==> src/rtl/apb_timer_slave.sv <==
// apb_timer_slave: APB3 completer with a down-counting reload timer,
// sticky expiry status, scratch register and programmable wait states.
// Ports: PCLK, PRESET (sync, active-high); APB3 completer signals
// PSEL/PENABLE/PWRITE/PADDR/PWDATA in, PRDATA/PREADY/PSLVERR out;
// IRQ = INTSTAT[0] & CTRL[2] (level).
module apb_timer_slave #(
   parameter int ADDR_WIDTH  = 16,
   parameter int DATA_WIDTH  = 32,
   parameter int WAIT_CYCLES = 0
) (
   input  logic                  PCLK,
   input  logic                  PRESET,
   input  logic                  PSEL,
   input  logic                  PENABLE,
   input  logic                  PWRITE,
   input  logic [ADDR_WIDTH-1:0] PADDR,
   input  logic [DATA_WIDTH-1:0] PWDATA,
   output logic [DATA_WIDTH-1:0] PRDATA,
   output logic                  PREADY,
   output logic                  PSLVERR,
   output logic                  IRQ
);

   typedef enum logic [1:0] {
      S_IDLE,
      S_SETUP,
      S_WAIT,
      S_ACCESS
   } state_t;

   localparam int WL =
      (WAIT_CYCLES > 0) ? WAIT_CYCLES - 1 : 0;
   localparam logic [3:0] WAIT_LAST = 4'(WL);
   localparam logic [DATA_WIDTH-1:0] ONE =
      DATA_WIDTH'(1);

   state_t                state;
   logic [3:0]            wcnt;

   // Transfer captured on ACCESS entry; the write
   // commits from these copies at the end of ACCESS,
   // so the master may already present the next setup.
   logic                  wr_q;
   logic [2:0]            off_q;
   logic [DATA_WIDTH-1:0] wdata_q;

   logic [2:0]            ctrl_q;
   logic [DATA_WIDTH-1:0] load_q;
   logic [DATA_WIDTH-1:0] value_q;
   logic [DATA_WIDTH-1:0] scratch_q;
   logic                  stat_q;

   logic [2:0]            off;
   logic [DATA_WIDTH-1:0] rd_data;
   logic                  acc_err;
   logic                  enter_acc;
   logic                  commit;
   logic                  expire;
   logic                  unused_paddr;

   assign off = PADDR[4:2];
   assign unused_paddr =
      ^{PADDR[ADDR_WIDTH-1:5], PADDR[1:0]};

   always_comb begin
      rd_data = '0;
      acc_err = 1'b0;
      unique case (1'b1)
         (off == 3'd0): rd_data[2:0] = ctrl_q;
         (off == 3'd1): rd_data = load_q;
         (off == 3'd2): begin
            rd_data = value_q;
            acc_err = PWRITE;
         end
         (off == 3'd3): rd_data[0] = stat_q;
         (off == 3'd4): rd_data = scratch_q;
         default:       acc_err = 1'b1;
      endcase
   end

   assign enter_acc = PSEL && (
      ((state == S_SETUP) && PENABLE &&
       (WAIT_CYCLES == 0)) ||
      ((state == S_WAIT) && (wcnt == WAIT_LAST)));

   always_ff @(posedge PCLK) begin
      if (PRESET) begin
         state   <= S_IDLE;
         wcnt    <= '0;
         PREADY  <= 1'b0;
         PSLVERR <= 1'b0;
         PRDATA  <= '0;
         wr_q    <= 1'b0;
         off_q   <= '0;
         wdata_q <= '0;
      end else begin
         PREADY  <= enter_acc;
         PSLVERR <= enter_acc && acc_err;
         PRDATA  <= (enter_acc && !acc_err && !PWRITE)
                    ? rd_data : '0;
         if (enter_acc) begin
            wr_q    <= PWRITE;
            off_q   <= off;
            wdata_q <= PWDATA;
         end
         unique case (state)
            S_IDLE: begin
               if (PSEL && !PENABLE) state <= S_SETUP;
            end
            S_SETUP: begin
               wcnt <= '0;
               if (!PSEL) begin
                  state <= S_IDLE;
               end else if (PENABLE) begin
                  state <= (WAIT_CYCLES == 0)
                           ? S_ACCESS : S_WAIT;
               end
            end
            S_WAIT: begin
               if (!PSEL) begin
                  state <= S_IDLE;
               end else if (wcnt == WAIT_LAST) begin
                  state <= S_ACCESS;
               end else begin
                  wcnt <= wcnt + 4'd1;
               end
            end
            S_ACCESS: begin
               state <= (PSEL && !PENABLE)
                        ? S_SETUP : S_IDLE;
            end
            default: state <= S_IDLE;
         endcase
      end
   end

   // PREADY is high exactly in ACCESS; an errored
   // transfer never commits.
   assign commit = PREADY && wr_q && !PSLVERR;
   assign expire = ctrl_q[0] && (value_q == '0);

   // Timer first, bus write last: a write overrides
   // the same-cycle decrement, reload or EN clear.
   always_ff @(posedge PCLK) begin
      if (PRESET) begin
         ctrl_q    <= '0;
         load_q    <= '0;
         value_q   <= '0;
         scratch_q <= '0;
         stat_q    <= 1'b0;
      end else begin
         if (ctrl_q[0]) begin
            if (value_q != '0) begin
               value_q <= value_q - ONE;
            end else if (ctrl_q[1]) begin
               value_q <= load_q;
            end else begin
               ctrl_q[0] <= 1'b0;
            end
         end
         if (expire) begin
            stat_q <= 1'b1;
         end else if (commit && (off_q == 3'd3) &&
                      wdata_q[0]) begin
            stat_q <= 1'b0;
         end
         if (commit) begin
            unique case (1'b1)
               (off_q == 3'd0): ctrl_q <= wdata_q[2:0];
               (off_q == 3'd1): begin
                  load_q  <= wdata_q;
                  value_q <= wdata_q;
               end
               (off_q == 3'd4): scratch_q <= wdata_q;
               default: ;
            endcase
         end
      end
   end

   assign IRQ = stat_q & ctrl_q[2];

endmodule

==> config.mk <==
export PLATFORM = sky130hd
export DESIGN_NAME = apb_timer_slave
export DESIGN_NICKNAME = d
export VERILOG_FILES = /design/src/rtl/apb_timer_slave.sv
export SDC_FILE = /design/constraint.sdc
export NUM_CORES = 1
export LEC_CHECK = 0
export CORE_AREA = 2 2 120 122
export DETAILED_ROUTE_END_ITERATION = 8
export DIE_AREA = 0 0 122 124
export PLACE_DENSITY_LB_ADDON = 0.25
export SLEW_MARGIN = 20
export SYNTH_ARGS = -nofsm -noshare
export SYNTH_HDL_FRONTEND = slang
export SYNTH_SLANG_ARGS = --single-unit
==> constraint.sdc <==
create_clock -name PCLK -period 5.65 [get_ports PCLK]
set_input_delay 0.8475 -clock PCLK [delete_from_list [all_inputs] [get_ports PCLK]]
set_output_delay 0.8475 -clock PCLK [all_outputs]
set_load 0.03 [all_outputs]
* Word level (Yosys, flattened, before mapping) *
Cells that the tools add are included.

word-level totals
  bits in registers = 176
  bits of input ports = 53

cells by class
  bitwise operators = 2
  reductions and logical operators = 32
  muxes and demuxes = 26
  eq/ne operators = 15
  add/sub/neg operators = 2

operator list
  kind                     number
  $mux W32                 5
  $pmux W29 S3             1
  $logic_not A32 Y1        1
  $reduce_bool A32 Y1      1
  $sub A32 B1 Y32 const B  1
  $pmux W2 S4              2
  $logic_and A1 B1 Y1      12
  $mux W2                  5
  $eq A3 B2 Y1 const B     3
  $mux W1                  8
  $mux W4                  2
  $pmux W4 S2              1
  $eq A3 B1 Y1 const B     2
  $eq A3 B3 Y1 const B     2
  $logic_not A3 Y1         2
  $ne A2 B2 Y1 const B     3
  $reduce_and A2 Y1        3
  $reduce_and A3 Y1        2
  $pmux W1 S5              1
  $add A4 B1 Y4 const B    1
  $eq A2 B2 Y1 const B     2
  $logic_not A1 Y1         4
  $logic_not A4 Y1         1
  $reduce_bool A2 Y1       2
  10 further kinds         10

* Logic depth before layout (Yosys ltp) *
  depth in word-level cells = 8
  gate-level depth with buffers = 9
  mapped depth without buffers = 7

* Least setup slack after synthesis *
OpenSTA, ideal clock, no wires.

  path kind = input to register
  start = input PADDR[2]
  end = register PRDATA[10]
  stages = 7
  setup time = 65 ps
  data required time = 5585 ps
  slack = 3385 ps
  arrival time = 2200 ps
  path buffers = 3
  cells stage by stage = clkbuf_1 inv_1 nor3_1 clkbuf_1 clkbuf_1 a21oi_1 nor2_1

on the way
  cells in the longest elaborated chain, start to end = 8

RTL lines
  item                                  RTL line  RTL
  start, declared                       16        input logic [ADDR_WIDTH-1:0] PADDR,
  $eq A3 B1 Y1 (tied with other cells)  70        (off == 3'd1): rd_data = load_q;
  $reduce_or A4 Y1 (no line)            n/a
  $pmux W1 S2                           68        unique case (1'b1)
  $logic_not A1 Y1                      99        PRDATA <= (enter_acc && !acc_err && !PWRITE)
  $logic_and A1 B1 Y1 (2 in a row)      99
  $not A1 Y1 (no line)                  n/a
  $reduce_or A2 Y1 (no line)            n/a
  end signal, assigned                  99
  end, declared                         18        output logic [DATA_WIDTH-1:0] PRDATA,

Parallel ways exist; a longest one is shown, timed or not.
A chain may end at the register's enable or synchronous reset.

* Worst setup path in the final report *
  start = register value_q[0]
  end = register value_q[15]

on the way
  cells in the longest elaborated chain, start to end = 5

RTL lines
  item                                                           RTL line  RTL
  start, declared                                                49        logic [DATA_WIDTH-1:0] value_q;
  start signal, assigned                                         154       value_q <= value_q - ONE;
  start signal, assigned                                         156       value_q <= load_q;
  start signal, assigned                                         172       value_q <= wdata_q;
  $sub A32 B1 Y32 / $reduce_bool A32 Y1 (equally long branches)  154, 153
  $mux W32 *                                                     153       if (value_q != '0) begin
  $mux W32 *                                                     152       if (ctrl_q[0]) begin
  $mux W32                                                       168       unique case (1'b1)
  $mux W32 *                                                     167       if (commit) begin

Every way passes the cells marked *; elsewhere a longest branch is shown, timed or not.

==> metrics.yaml <==
outcome: "completed"
hpwl_um: 14200
max_stage_delay_ns: 0.74
path_cells: "inv_1, ha_1, nor4b_2, and4_1, nand4_1, o31ai_1, nor4_2"
grt_usage_pct: 31.5
dp_slack_ns: 2.28
final_cells: 1271
yosys_warnings: 0
grt_max_degree: 82
avgSynthCellArea_um2: 7.75
ios: 88
tightest_slew_ns: 0.972
drive_gt1_share_pct: 6.78
cpMaxStageDelayCell: "and4_1"
cts_made_buffers: 17
h-tree-depth: 4
path_buf_inv: 1
cp-start-kind: "flop"
synth_area_leaders: "dfxtp_1, nand2_1, a21oi_1"
drtPass1Iterations: 5
synthDistinctLibCells: 67
dieHeight_um: 124
min_period_ns: 3.19
cts_buffer_depth: 2
fp.dieArea_mm2: 0.0151
clock_latency_ns: 0.44
num_vias: 8013
route.detailed.drc: 0
fin_crit_sh_pct: 56.4
yosysSeqAreaShare_pct: 42.9
wl_um: 23000
synthFlopType: "dfxtp_1"
routedWlPerCell_um: 18.1
setup_tns_ns: 0
finalHoldViolCount: 0
worstPathMaxFanout: 18
vdd_ir_drop_max_v: 0.000217
coreArea_mm2: 0.0137
synth_edf_count: 0
fin_ws_ns: 2.46
root_buffer: "clkbuf_16"
hold_path_class: "reg -> reg"
crit_family: "simple AND/OR/NAND/NOR gates"
max_clock_freq_mhz: 314
die_w_um: 122
synthCells: 1060
drv_cap: 0
initial_core_util_pct: 59.9
diodes: 0
critPathArrivalTime_ns: 3.48
rows: 43
finalMaxSlewViolations: 0
postCtsResizedCells: 0
syn_nets: 1122
place.gp.congestion: 0.934
hold_slack_ns: 0.458
antenna_found_initial: 0
cts.sinks: 176
ant_nets: 0
path_class: "reg -> reg"
cts_hold_buf: 0
synth.top_cell.area_share_pct: 42.9
synthArstFlopShare_pct: 0
area_growth_pct: 16.2
portBuffers: 74
synth_seq_cells: 176
cts_tree: "built"
cts_setup_buffers: 0
cellLeakagePower_nw: 3.16
cp_data_required_time_ns: 5.94
clk_pin_slew_worst_paths_ns: 0.07
synth_area_mm2: 0.00821
relSlewSlack_pct: 34.6
setup_violations: 0
nets: 1140
fin_skew_ns: 0.0108
rsz0062_at_grt: "no"
vias_per_cell: 6.30
grt-ovfl-total: 0
synth_top_area_cell: "dfxtp_1"
crit_path_end_kind: "flop"
power_density_mw_per_mm2: 269
dp.cells: 1239
grt_pass1_wl_um: 37700
grt_pass1_vias: 7333
dr.first_iter.drc_count: 982
## final timing paths
path	from	end	slack [ns]	depth (start not counted)
worst max-delay path	value_q[0]$_SDFF_PP0_	value_q[15]$_SDFF_PP0_	2.46	7
worst min-delay path	scratch_q[10]$_SDFFE_PP0P_	scratch_q[10]$_SDFFE_PP0P_	0.46	2
worst max register to register	value_q[0]$_SDFF_PP0_	value_q[15]$_SDFF_PP0_	2.46	7
worst min register to register	scratch_q[10]$_SDFFE_PP0P_	scratch_q[10]$_SDFFE_PP0P_	0.46	2
## cells by family (layout without fill, tap and decap cells)
| kind of cell | after synthesis | after routing | share of synthesized area [%] |
|---|---|---|---|
| simple gates | 452 | 452 | 25.6 |
| compound gates | 307 | 307 | 23.6 |
| flops | 176 | 176 | 42.9 |
| buf+inv | 102 | 133 | 4.89 |
| fa+ha+maj | 9 | 9 | 1.37 |
| mux | 9 | 9 | 1.10 |
| xor+xnor | 5 | 5 | 0.533 |
## through the flow
stage          power [mW]  cell area, um2  util [%]
6_report             2.57            9540      69.5
5_1_grt              2.64            9540      69.5
4_1_cts              2.57            9540      69.5
3_5_place_dp         1.43            8950      65.2
3_3_place_gp         1.43            8950      65.2
2_1_floorplan        1.37            8210         -
## tightest hold or removal path, cell delays in order, from the launching register on
cell and delay [ns]:
dfxtp_1 0.31, nand2_1 0.05, a21oi_1 0.05
## metal layers
layer | up-vias | track usage, % | routed length, um
met5 | - | 0 | 0
met1 | 3759 | 43.3 | 9890
li1 | 3795 | - | -
met4 | 0 | 13.9 | 561
met2 | 402 | 48.9 | 10500
met3 | 57 | 5.49 | 2060
## registers in the layout, indices dropped and copies added, names as in the netlist
signal     cells
PRDATA        32
PREADY         1
PSLVERR        1
ctrl_q         3
load_q        32
off_q          3
scratch_q     32
stat_q         1
state          2
value_q       32
wcnt           4
wdata_q       32
wr_q           1
## cell usage in the layout (no fill, tap or decap), types with 7 or more instances in the layout
master           count
nand2_1            240
dfxtp_1            175
a21oi_1            152
nor2_1              96
clkdlybuf4s50_1     72
a22oi_1             34
o21ai_0             22
nand3_1             17
clkbuf_16           17
a211oi_1            15
nor3_1              15
inv_1               14
o211ai_1            14
buf_4               14
a31oi_1             13
nand4_1             11
mux2i_1              9
ha_1                 9
nor4_1               8
and3_1               8
or3_1                7
## power breakdown
group | leakage, nW | switching (mW) | internal (mW) | total [mW]
clock | 0.284 | 0.515 | 0.651 | 1.17
sequential | 1.42 | 0.0167 | 1.25 | 1.27
combinational | 1.45 | 0.0835 | 0.0482 | 0.132
## cell usage after synthesis (all sizes together), types with 4 or more instances
| cell type | count |
|---|---|
| ha | 9 |
| nor2b | 7 |
| and2 | 7 |
| nand3 | 20 |
| buf | 17 |
| nand2b | 4 |
| a31oi | 13 |
| nor2 | 98 |
| a32oi | 4 |
| and3 | 8 |
| a21oi | 152 |
| nand2 | 240 |
| nand4 | 14 |
| o21ai | 22 |
| o31ai | 4 |
| nor3 | 20 |
| o211ai | 14 |
| mux2i | 9 |
| a221oi | 5 |
| a2111oi | 5 |
| o31a | 4 |
| a211oi | 15 |
| or3 | 7 |
| a22oi | 34 |
| dfxtp | 176 |
| o41ai | 4 |
| a21o | 4 |
| nor4 | 15 |
| clkbuf | 71 |
| inv | 14 |
## layout make-up
class	instances	area, um2
multi-input combinational	782	4320
fill	1156	4180
sequential	176	3520
timing repair buffer	87	831
clock buffer	20	467
tap	180	225
clock inverter	12	124
inverter	14	52.6
(Power assumes the default switching activity.)
